File: src/rtl/fifo_write_arbiter_if.sv
// ---------------------------------------------------------------------------
// fifo_write_arbiter_if
//
// Groups the producer handshake, the FIFO write port and the arbiter status
// signals of fifo_write_arbiter into one bundle.
//
// Parameters:
//   NREQ  - number of producer streams
//   WIDTH - data word width (FIFO word)
//   IDW   - width of grant_id, clog2(NREQ)
//
// Signals:
//   req_valid     [NREQ]        producer i presents a word
//   req_data      [NREQ*WIDTH]  word of producer i in [i*WIDTH +: WIDTH]
//   req_last      [NREQ]        presented word ends producer i's packet
//   req_ready     [NREQ]        word of producer i accepted this cycle
//   fifo_full                   FIFO full flag
//   fifo_write_en               write strobe to the FIFO
//   fifo_data_in  [WIDTH]       write data to the FIFO
//   grant_valid                 a producer currently owns the write port
//   grant_id      [IDW]         current owner (0 when no owner)
//   words_written [16]          running count of accepted words (wraps)
//
// Modports:
//   master - producer/FIFO side (drives requests and the full flag)
//   slave  - arbiter side
// ---------------------------------------------------------------------------
interface fifo_write_arbiter_if #(
  parameter int NREQ  = 4,
  parameter int WIDTH = 32,
  parameter int IDW   = 2
);

  logic [NREQ-1:0]       req_valid;
  logic [NREQ*WIDTH-1:0] req_data;
  logic [NREQ-1:0]       req_last;
  logic [NREQ-1:0]       req_ready;
  logic                  fifo_full;
  logic                  fifo_write_en;
  logic [WIDTH-1:0]      fifo_data_in;
  logic                  grant_valid;
  logic [IDW-1:0]        grant_id;
  logic [15:0]           words_written;

  modport master (
    output req_valid,
    output req_data,
    output req_last,
    output fifo_full,
    input  req_ready,
    input  fifo_write_en,
    input  fifo_data_in,
    input  grant_valid,
    input  grant_id,
    input  words_written
  );

  modport slave (
    input  req_valid,
    input  req_data,
    input  req_last,
    input  fifo_full,
    output req_ready,
    output fifo_write_en,
    output fifo_data_in,
    output grant_valid,
    output grant_id,
    output words_written
  );

endinterface

File: src/rtl/fifo_write_arbiter.sv
// ---------------------------------------------------------------------------
// fifo_write_arbiter
//
// Round-robin arbiter sharing one FIFO write port between NREQ producer
// streams. One producer owns the port at a time for at most BURST words;
// ownership ends early on a packet's last word or when the owner stops
// presenting data. Writes are gated by the FIFO full flag and every accepted
// word is counted in a wrapping 16-bit counter.
//
// Parameters:
//   NREQ  - number of producers (2..8)
//   WIDTH - data word width
//   BURST - maximum words per grant (1..15)
//   IDW   - width of grant_id, clog2(NREQ)
//
// Ports:
//   clk  - clock, rising edge
//   rst  - asynchronous active-low reset
//   bus  - fifo_write_arbiter_if.slave (handshake, FIFO port, status)
//
// req_ready, fifo_write_en and fifo_data_in are combinational from the
// registered state and the current inputs; grant_valid, grant_id and
// words_written come from registers only.
// ---------------------------------------------------------------------------
module fifo_write_arbiter #(
  parameter int NREQ  = 4,
  parameter int WIDTH = 32,
  parameter int BURST = 4,
  parameter int IDW   = 2
) (
  input  logic                 clk,
  input  logic                 rst,
  fifo_write_arbiter_if.slave  bus
);

  // -------------------------------------------------------------------------
  // State encoding
  // -------------------------------------------------------------------------
  localparam logic [0:0] ST_IDLE = 1'b0;
  localparam logic [0:0] ST_LOCK = 1'b1;

  // Beat count value of the final word a grant may carry.
  localparam logic [3:0] LAST_BEAT = 4'(BURST - 1);

  // -------------------------------------------------------------------------
  // Registers
  // -------------------------------------------------------------------------
  logic [0:0]     r_state;
  logic [IDW-1:0] r_owner;
  logic [IDW-1:0] r_rr_ptr;
  logic [3:0]     r_beat_cnt;
  logic [15:0]    r_words_written;

  // -------------------------------------------------------------------------
  // Combinational signals
  // -------------------------------------------------------------------------
  logic [0:0]     w_state_next;
  logic [IDW-1:0] w_owner_next;
  logic [IDW-1:0] w_rr_ptr_next;
  logic [3:0]     w_beat_cnt_next;
  logic [15:0]    w_words_written_next;

  logic [WIDTH-1:0] w_word [NREQ];     // per-producer data slices
  logic [IDW-1:0]   w_cand_idx [NREQ]; // producer examined at search offset gi
  logic [NREQ-1:0]  w_rot_valid;       // req_valid rotated to start at rr_ptr
  logic [NREQ-1:0]  w_req_ready;

  logic           w_found;
  logic [IDW-1:0] w_winner;
  logic           w_lock;
  logic           w_owner_valid;
  logic           w_owner_last;
  logic           w_owner_ready;
  logic           w_transfer;
  logic           w_release;
  logic [IDW-1:0] w_owner_inc;

  // -------------------------------------------------------------------------
  // Per-producer slices, rotated request view and ready decode
  // -------------------------------------------------------------------------
  genvar gi;
  generate
    for (gi = 0; gi < NREQ; gi++) begin : g_req
      logic [IDW:0] w_sum;

      assign w_word[gi] = bus.req_data[gi*WIDTH +: WIDTH];

      // rr_ptr + gi folded back into 0..NREQ-1; one extra bit keeps the sum
      // from overflowing before the fold, and NREQ need not be a power of 2.
      assign w_sum = {1'b0, r_rr_ptr} + (IDW+1)'(gi);
      assign w_cand_idx[gi] = (w_sum >= (IDW+1)'(NREQ))
                              ? IDW'(w_sum - (IDW+1)'(NREQ))
                              : w_sum[IDW-1:0];
      assign w_rot_valid[gi] = bus.req_valid[w_cand_idx[gi]];

      // Only the owner's bit can ever be set.
      assign w_req_ready[gi] = w_owner_ready & (r_owner == IDW'(gi));
    end
  endgenerate

  // First valid producer at or after rr_ptr. Scanning from the far end
  // downwards lets the smallest offset overwrite any later candidate.
  always_comb begin
    w_found  = |w_rot_valid;
    w_winner = '0;
    for (int k = NREQ - 1; k >= 0; k--) begin
      if (w_rot_valid[k]) begin
        w_winner = w_cand_idx[k];
      end
    end
  end

  // -------------------------------------------------------------------------
  // Owner handshake
  // -------------------------------------------------------------------------
  assign w_lock        = (r_state == ST_LOCK);
  assign w_owner_valid = bus.req_valid[r_owner];
  assign w_owner_last  = bus.req_last[r_owner];
  assign w_owner_ready = w_lock & w_owner_valid & ~bus.fifo_full;
  assign w_transfer    = w_owner_valid & w_owner_ready;

  // Ownership ends on the last beat of a burst, on the packet's last word,
  // or as soon as the owner withdraws its request. A full stall alone never
  // releases.
  assign w_release = w_lock &
                     (~w_owner_valid |
                      (w_transfer & (w_owner_last | (r_beat_cnt == LAST_BEAT))));

  assign w_owner_inc = (r_owner == IDW'(NREQ - 1)) ? '0 : r_owner + IDW'(1);

  // -------------------------------------------------------------------------
  // Next-state logic
  // -------------------------------------------------------------------------
  always_comb begin
    w_state_next         = r_state;
    w_owner_next         = r_owner;
    w_rr_ptr_next        = r_rr_ptr;
    w_beat_cnt_next      = r_beat_cnt;
    w_words_written_next = r_words_written;

    case (r_state)
      ST_IDLE: begin
        if (w_found) begin
          w_state_next    = ST_LOCK;
          w_owner_next    = w_winner;
          w_beat_cnt_next = '0;
        end
      end

      ST_LOCK: begin
        if (w_transfer) begin
          w_beat_cnt_next      = r_beat_cnt + 4'd1;
          w_words_written_next = r_words_written + 16'd1;
        end
        if (w_release) begin
          w_state_next  = ST_IDLE;
          w_rr_ptr_next = w_owner_inc;
        end
      end

      default: begin
        w_state_next = ST_IDLE;
      end
    endcase
  end

  // -------------------------------------------------------------------------
  // State registers
  // -------------------------------------------------------------------------
  always_ff @(posedge clk or negedge rst) begin
    if (!rst) begin
      r_state         <= ST_IDLE;
      r_owner         <= '0;
      r_rr_ptr        <= '0;
      r_beat_cnt      <= '0;
      r_words_written <= '0;
    end else begin
      r_state         <= w_state_next;
      r_owner         <= w_owner_next;
      r_rr_ptr        <= w_rr_ptr_next;
      r_beat_cnt      <= w_beat_cnt_next;
      r_words_written <= w_words_written_next;
    end
  end

  // -------------------------------------------------------------------------
  // Outputs
  // -------------------------------------------------------------------------
  assign bus.req_ready     = w_req_ready;
  assign bus.fifo_write_en = w_transfer;
  // Plain mux; the value only matters while fifo_write_en is high.
  assign bus.fifo_data_in  = w_word[r_owner];
  assign bus.grant_valid   = w_lock;
  assign bus.grant_id      = w_lock ? r_owner : '0;
  assign bus.words_written = r_words_written;

endmodule

File: src/flat_wrapper.sv
// flat-port wrapper written by rule: the top's interface ports become plain ports
module fifo_write_arbiter_flat 
#(
  parameter int NREQ  = 4,
  parameter int WIDTH = 32,
  parameter int BURST = 4,
  parameter int IDW   = 2
)
  (clk, rst, bus_req_valid, bus_req_data, bus_req_last, bus_fifo_full, bus_req_ready, bus_fifo_write_en, bus_fifo_data_in, bus_grant_valid, bus_grant_id, bus_words_written);
  fifo_write_arbiter_if #(.NREQ(NREQ), .WIDTH(WIDTH), .IDW(IDW)) bus_i ();
  input  logic clk;
  input  logic rst;
  input wire logic [$bits(bus_i.req_valid)-1:0] bus_req_valid;
  input wire logic [$bits(bus_i.req_data)-1:0] bus_req_data;
  input wire logic [$bits(bus_i.req_last)-1:0] bus_req_last;
  input wire logic [$bits(bus_i.fifo_full)-1:0] bus_fifo_full;
  output wire logic [$bits(bus_i.req_ready)-1:0] bus_req_ready;
  output wire logic [$bits(bus_i.fifo_write_en)-1:0] bus_fifo_write_en;
  output wire logic [$bits(bus_i.fifo_data_in)-1:0] bus_fifo_data_in;
  output wire logic [$bits(bus_i.grant_valid)-1:0] bus_grant_valid;
  output wire logic [$bits(bus_i.grant_id)-1:0] bus_grant_id;
  output wire logic [$bits(bus_i.words_written)-1:0] bus_words_written;
  assign bus_i.req_valid = bus_req_valid;
  assign bus_i.req_data = bus_req_data;
  assign bus_i.req_last = bus_req_last;
  assign bus_i.fifo_full = bus_fifo_full;
  assign bus_req_ready = bus_i.req_ready;
  assign bus_fifo_write_en = bus_i.fifo_write_en;
  assign bus_fifo_data_in = bus_i.fifo_data_in;
  assign bus_grant_valid = bus_i.grant_valid;
  assign bus_grant_id = bus_i.grant_id;
  assign bus_words_written = bus_i.words_written;
  fifo_write_arbiter #(.NREQ(NREQ), .WIDTH(WIDTH), .BURST(BURST), .IDW(IDW)) u_core (.clk(clk), .rst(rst), .bus(bus_i));
endmodule
File: config.mk
export PLATFORM = sky130hd
export DESIGN_NAME = fifo_write_arbiter_flat
export DESIGN_NICKNAME = d
export VERILOG_FILES = /design/src/rtl/fifo_write_arbiter_if.sv /design/src/rtl/fifo_write_arbiter.sv /design/src/flat_wrapper.sv
export SDC_FILE = /design/constraint.sdc
export NUM_CORES = 1
export LEC_CHECK = 0
export CORE_MARGIN = 2
export CORE_UTILIZATION = 32
export DETAILED_ROUTE_END_ITERATION = 8
export PLACE_DENSITY = 0.83
export SKIP_CTS_REPAIR_TIMING = 1
export SLEW_MARGIN = 5
export SYNTH_ARGS = -nofsm -noshare
export SYNTH_HDL_FRONTEND = slang
export SYNTH_SLANG_ARGS = --single-unit
File: constraint.sdc
create_clock -name clk -period 3.2 [get_ports clk]
set_clock_uncertainty 0.15 [all_clocks]
set_input_delay 0.96 -clock clk [delete_from_list [all_inputs] [get_ports clk]]
set_output_delay 0.96 -clock clk [all_outputs]
set_load 0.05 [all_outputs]
==> reports/summary.md <==
### Finish
• 0.665 — final standard cell utilization of the core
• 1460 µm² — area occupied by multi-input gates
• 497 — final-layout fill cell count
• 523 — layout net count
• 627 µm² — sequential cell area
• 98.4% — signed area change from the synthesized netlist to the final layout
• 455 — Post-Layout Cell Count
• 0.281 — share of cells above drive strength 1
• 4290 µm² — final cell area excluding filler cells

### STA
• 3190 ps — minimum clock period
• 0.314 GHz — maximum achievable frequency
• 0 — final count of negative-setup-slack endpoints
• 0.996 — share of the clock period used by the worst path
• false — setup repair after global routing missed its margin
• 0 — number of max-slew violations in the final report
• 0 — number of failing hold endpoints at the final stage
• 331 ps — final hold slack
• 663 ps — Worst-Margin Slew
• 0.556 — worst-case headroom to the max-slew limit

### Place
• 194 — count of buffers from port buffering
• 450 — total placed cells including tap cells
• 0.786 — routability cong.
• 7.29 mm — Post-DP HPWL
• 4240 µm² — Post-DP Area

### Floorplan
• 86.2 µm — Die Height
• 195 — number of placed I/O pins
• 7430 µm² — overall die area
• 29 — row cnt
• 0.335 — effective utilization at floorplan
• 86.2 µm — Die Span X
• 6460 µm² — Placeable Area

### Global routing
• 2348 — vias in the first global route
• 0 — residual overflow from global routing
• 27 — maximum number of pins on one net before global-route repair
• 0.209 — Total Routing Usage GR
• 12.2 mm — first-pass GRT wire length
• 1 — antenna violations before repair

### Critical path
• clkdlybuf4s50_1 -> mux4_2 -> buf_4 — critical path cell sequence
• u_core.r_rr_ptr[0] — critical register-to-register path endpoint
• buffers and inverters — CP delay by family, top
• input port — Critical Path Source Type
• 2080 ps — arrival time reported for the critical path endpoint
• mux4_2 — CP max-delay cell
• bus_req_data[120] — worst setup path start
• output pin — type of destination of the critical path
• bus_fifo_data_in[24] — Worst Setup EP
• 2 — number of buffers and inverters on the critical path
• 3 — depth of the critical timing path with buffers and inverters included
• 490 ps — delay contributed by the slowest stage of the critical path
• 1 — critical path fanouts, max
• 2090 ps — Req. time, crit path
• input port to output pin — worst setup path category
• 960 ps — minimum setup slack among reg-to-reg paths
• 5 — Reg2Reg Depth
• u_core.r_owner[1] — worst reg2reg startpoint

### Synthesis
• 0.344 — top-area cell type share of the netlist area
• 176 — Post-Synthesis Cells
• mux4_2 (34%), dfrtp_1 (29%), nand2_1 (3.8%) — leading cell types by total area after synthesis
• 12.3 µm² — mean cell area of the mapped netlist
• 34 — post-synth cell types
• dfrtp_1 — dominant synthesized flop cell
• 2160 µm² — Synth Cell Area
• 0.289 — Seq/Total Area, Yosys
• mux4_2 (33), dfrtp_1 (25), nand2_1 (22), xor2_1 (9) — top cell types by occurrence after synthesis
• 321 — synthesized net count
• mux4_2 — largest area contributor in the synthesized netlist
• mux4_2 — most common cell in the synthesized netlist
• 1.00 — Async S/R FF share, synth
• 0 — number of enable-type register cells in the synthesized netlist
• 25 — #FFs+latches synth
• 0 — yosys synthesis warning count

### Power
• 779 nW/µm² — total power per unit cell area
• 0.529 — switching share of total power
• 0.151 — Flop pwr share
• 0.578 mV — Peak VDD IR
• 1770 µW — Sw Pwr
• 0.792 — combinational power share
• 1570 µW — design internal power
• 0.00181 µW — cell leakage power
• 3340 µW — total power draw
• 0.056 — share of total power in the clock network

### Routing
• 67 — initial DRC count
• 0 — post-route DRC violation count
• 5.13 — Vias/cell
• 0 — number of routed nets with antenna violations
• 18.7 µm — wire length per cell after detailed routing
• 8.52 mm — routed wire length
• 2333 — vias post-DR
• 4 — first-pass iteration count of the detailed router

### Clocking
• 3 — total CTS buffers
• 270 ps — worst-skew pair later-pin latency
• yes — TritonCTS clock tree
• 1 — H-Tree Depth
• 25 — CTS sink count
• 2 — maximum buffer depth of the clock tree
• clkbuf_8 — buffer type at the clock tree root
• 90 ps — clock transition at the registers of the reported paths

### Min path
• register to register — Hold/Removal Path Class

### Job
• 0 — max-cap check violation count

### Outcome
• completed — outcome

metrics by stage:
stage	setup TNS, ps	setup WS (ps)
3_3_place_gp	-1730	-350
4_1_cts	-1880	-379
6_report	0	12.0
5_1_grt	0	5.35
2_1_floorplan	-299	-74.7
3_5_place_dp	-1880	-379
logic make-up after synthesis:
logic type	share of synthesized area
AND/OR/NAND/NOR	0.154
buffers and inverters	0.0393
XOR/XNOR	0.0607
flip-flops	0.289
adder cells (fa/ha/maj)	0.0347
AO/OA/AOI/OAI	0.0492
multiplexers	0.372
routing by layer:
layer	share of wire	up-vias	global-route usage
met5	0	-	0
met4	0.0097	0	0.0313
met3	0.088	10	0.0495
met2	0.54	115	0.391
met1	0.37	1118	0.247
li1	-	1090	-
how the worst min path moves through the flow:
stage / slack, ps / cells past startpoint / startpoint / end
2_1_floorplan: 290 / 1 / u_core.r_beat_cnt[3] / u_core.r_beat_cnt[3]
3_3_place_gp: 310 / 1 / u_core.r_beat_cnt[3] / u_core.r_beat_cnt[3]
3_5_place_dp: 320 / 1 / u_core.bus.words_written[15] / u_core.bus.words_written[15]
4_1_cts: 330 / 1 / u_core.bus.words_written[15] / u_core.bus.words_written[15]
5_1_grt: 350 / 1 / u_core.bus.words_written[15] / u_core.bus.words_written[15]
6_report: 330 / 1 / u_core.bus.words_written[15] / u_core.bus.words_written[15]
sequential cells by signal, summed over array words and instances, names as in the netlist:
name,cells
u_core.bus.words_written,16
u_core.bus.grant_valid,1
u_core.r_beat_cnt,4
u_core.r_rr_ptr,2
u_core.r_owner,2
cells in the final DEF, fill, tap and decap left out, drive strengths merged, types with 2 or more instances in the layout:
| cell type | synthesis | final |
|---|---|---|
| clkdlybuf4s50 | 0 | 149 |
| buf | 8 | 53 |
| mux4 | 33 | 33 |
| dfrtp | 25 | 25 |
| nand2 | 22 | 22 |
| xor2 | 9 | 9 |
| clkbuf | 3 | 7 |
| xnor2 | 6 | 6 |
| ha | 6 | 6 |
| inv | 6 | 6 |
| and2 | 6 | 6 |
| nor2 | 5 | 5 |
| nand3 | 5 | 5 |
| nor4 | 5 | 5 |
| mux2i | 4 | 4 |
| nand4 | 4 | 4 |
| nor3 | 4 | 4 |
| nor2b | 3 | 3 |
| a21oi | 3 | 3 |
| o41ai | 3 | 3 |
| nand2b | 2 | 2 |
| o31ai | 2 | 2 |
| o21ai | 2 | 2 |
| and4 | 2 | 2 |
| mux2 | 2 | 2 |
| dlymetal6s2s | 0 | 2 |
power groups by stage:
stage | Clock [µW] | Combinational [µW] | Sequential (µW)
after floorplan | 0 | 1740 | 566
after global placement | 0 | 2620 | 510
after detailed placement | 0 | 2640 | 515
after CTS | 186 | 2650 | 509
after global routing | 202 | 2780 | 525
final | 188 | 2650 | 506
layout make-up:
type / count / area share
Tap cell: 77 / 0.0224
Clock inverter: 1 / 0.00117
Clock buffer: 3 / 0.00962
Antenna cell: 1 / 0.000583
Sequential cell: 25 / 0.146
Timing Repair Buffer: 208 / 0.474
Inverter: 6 / 0.00583
Multi-Input combinational cell: 134 / 0.341
(Power assumes the default switching activity.)
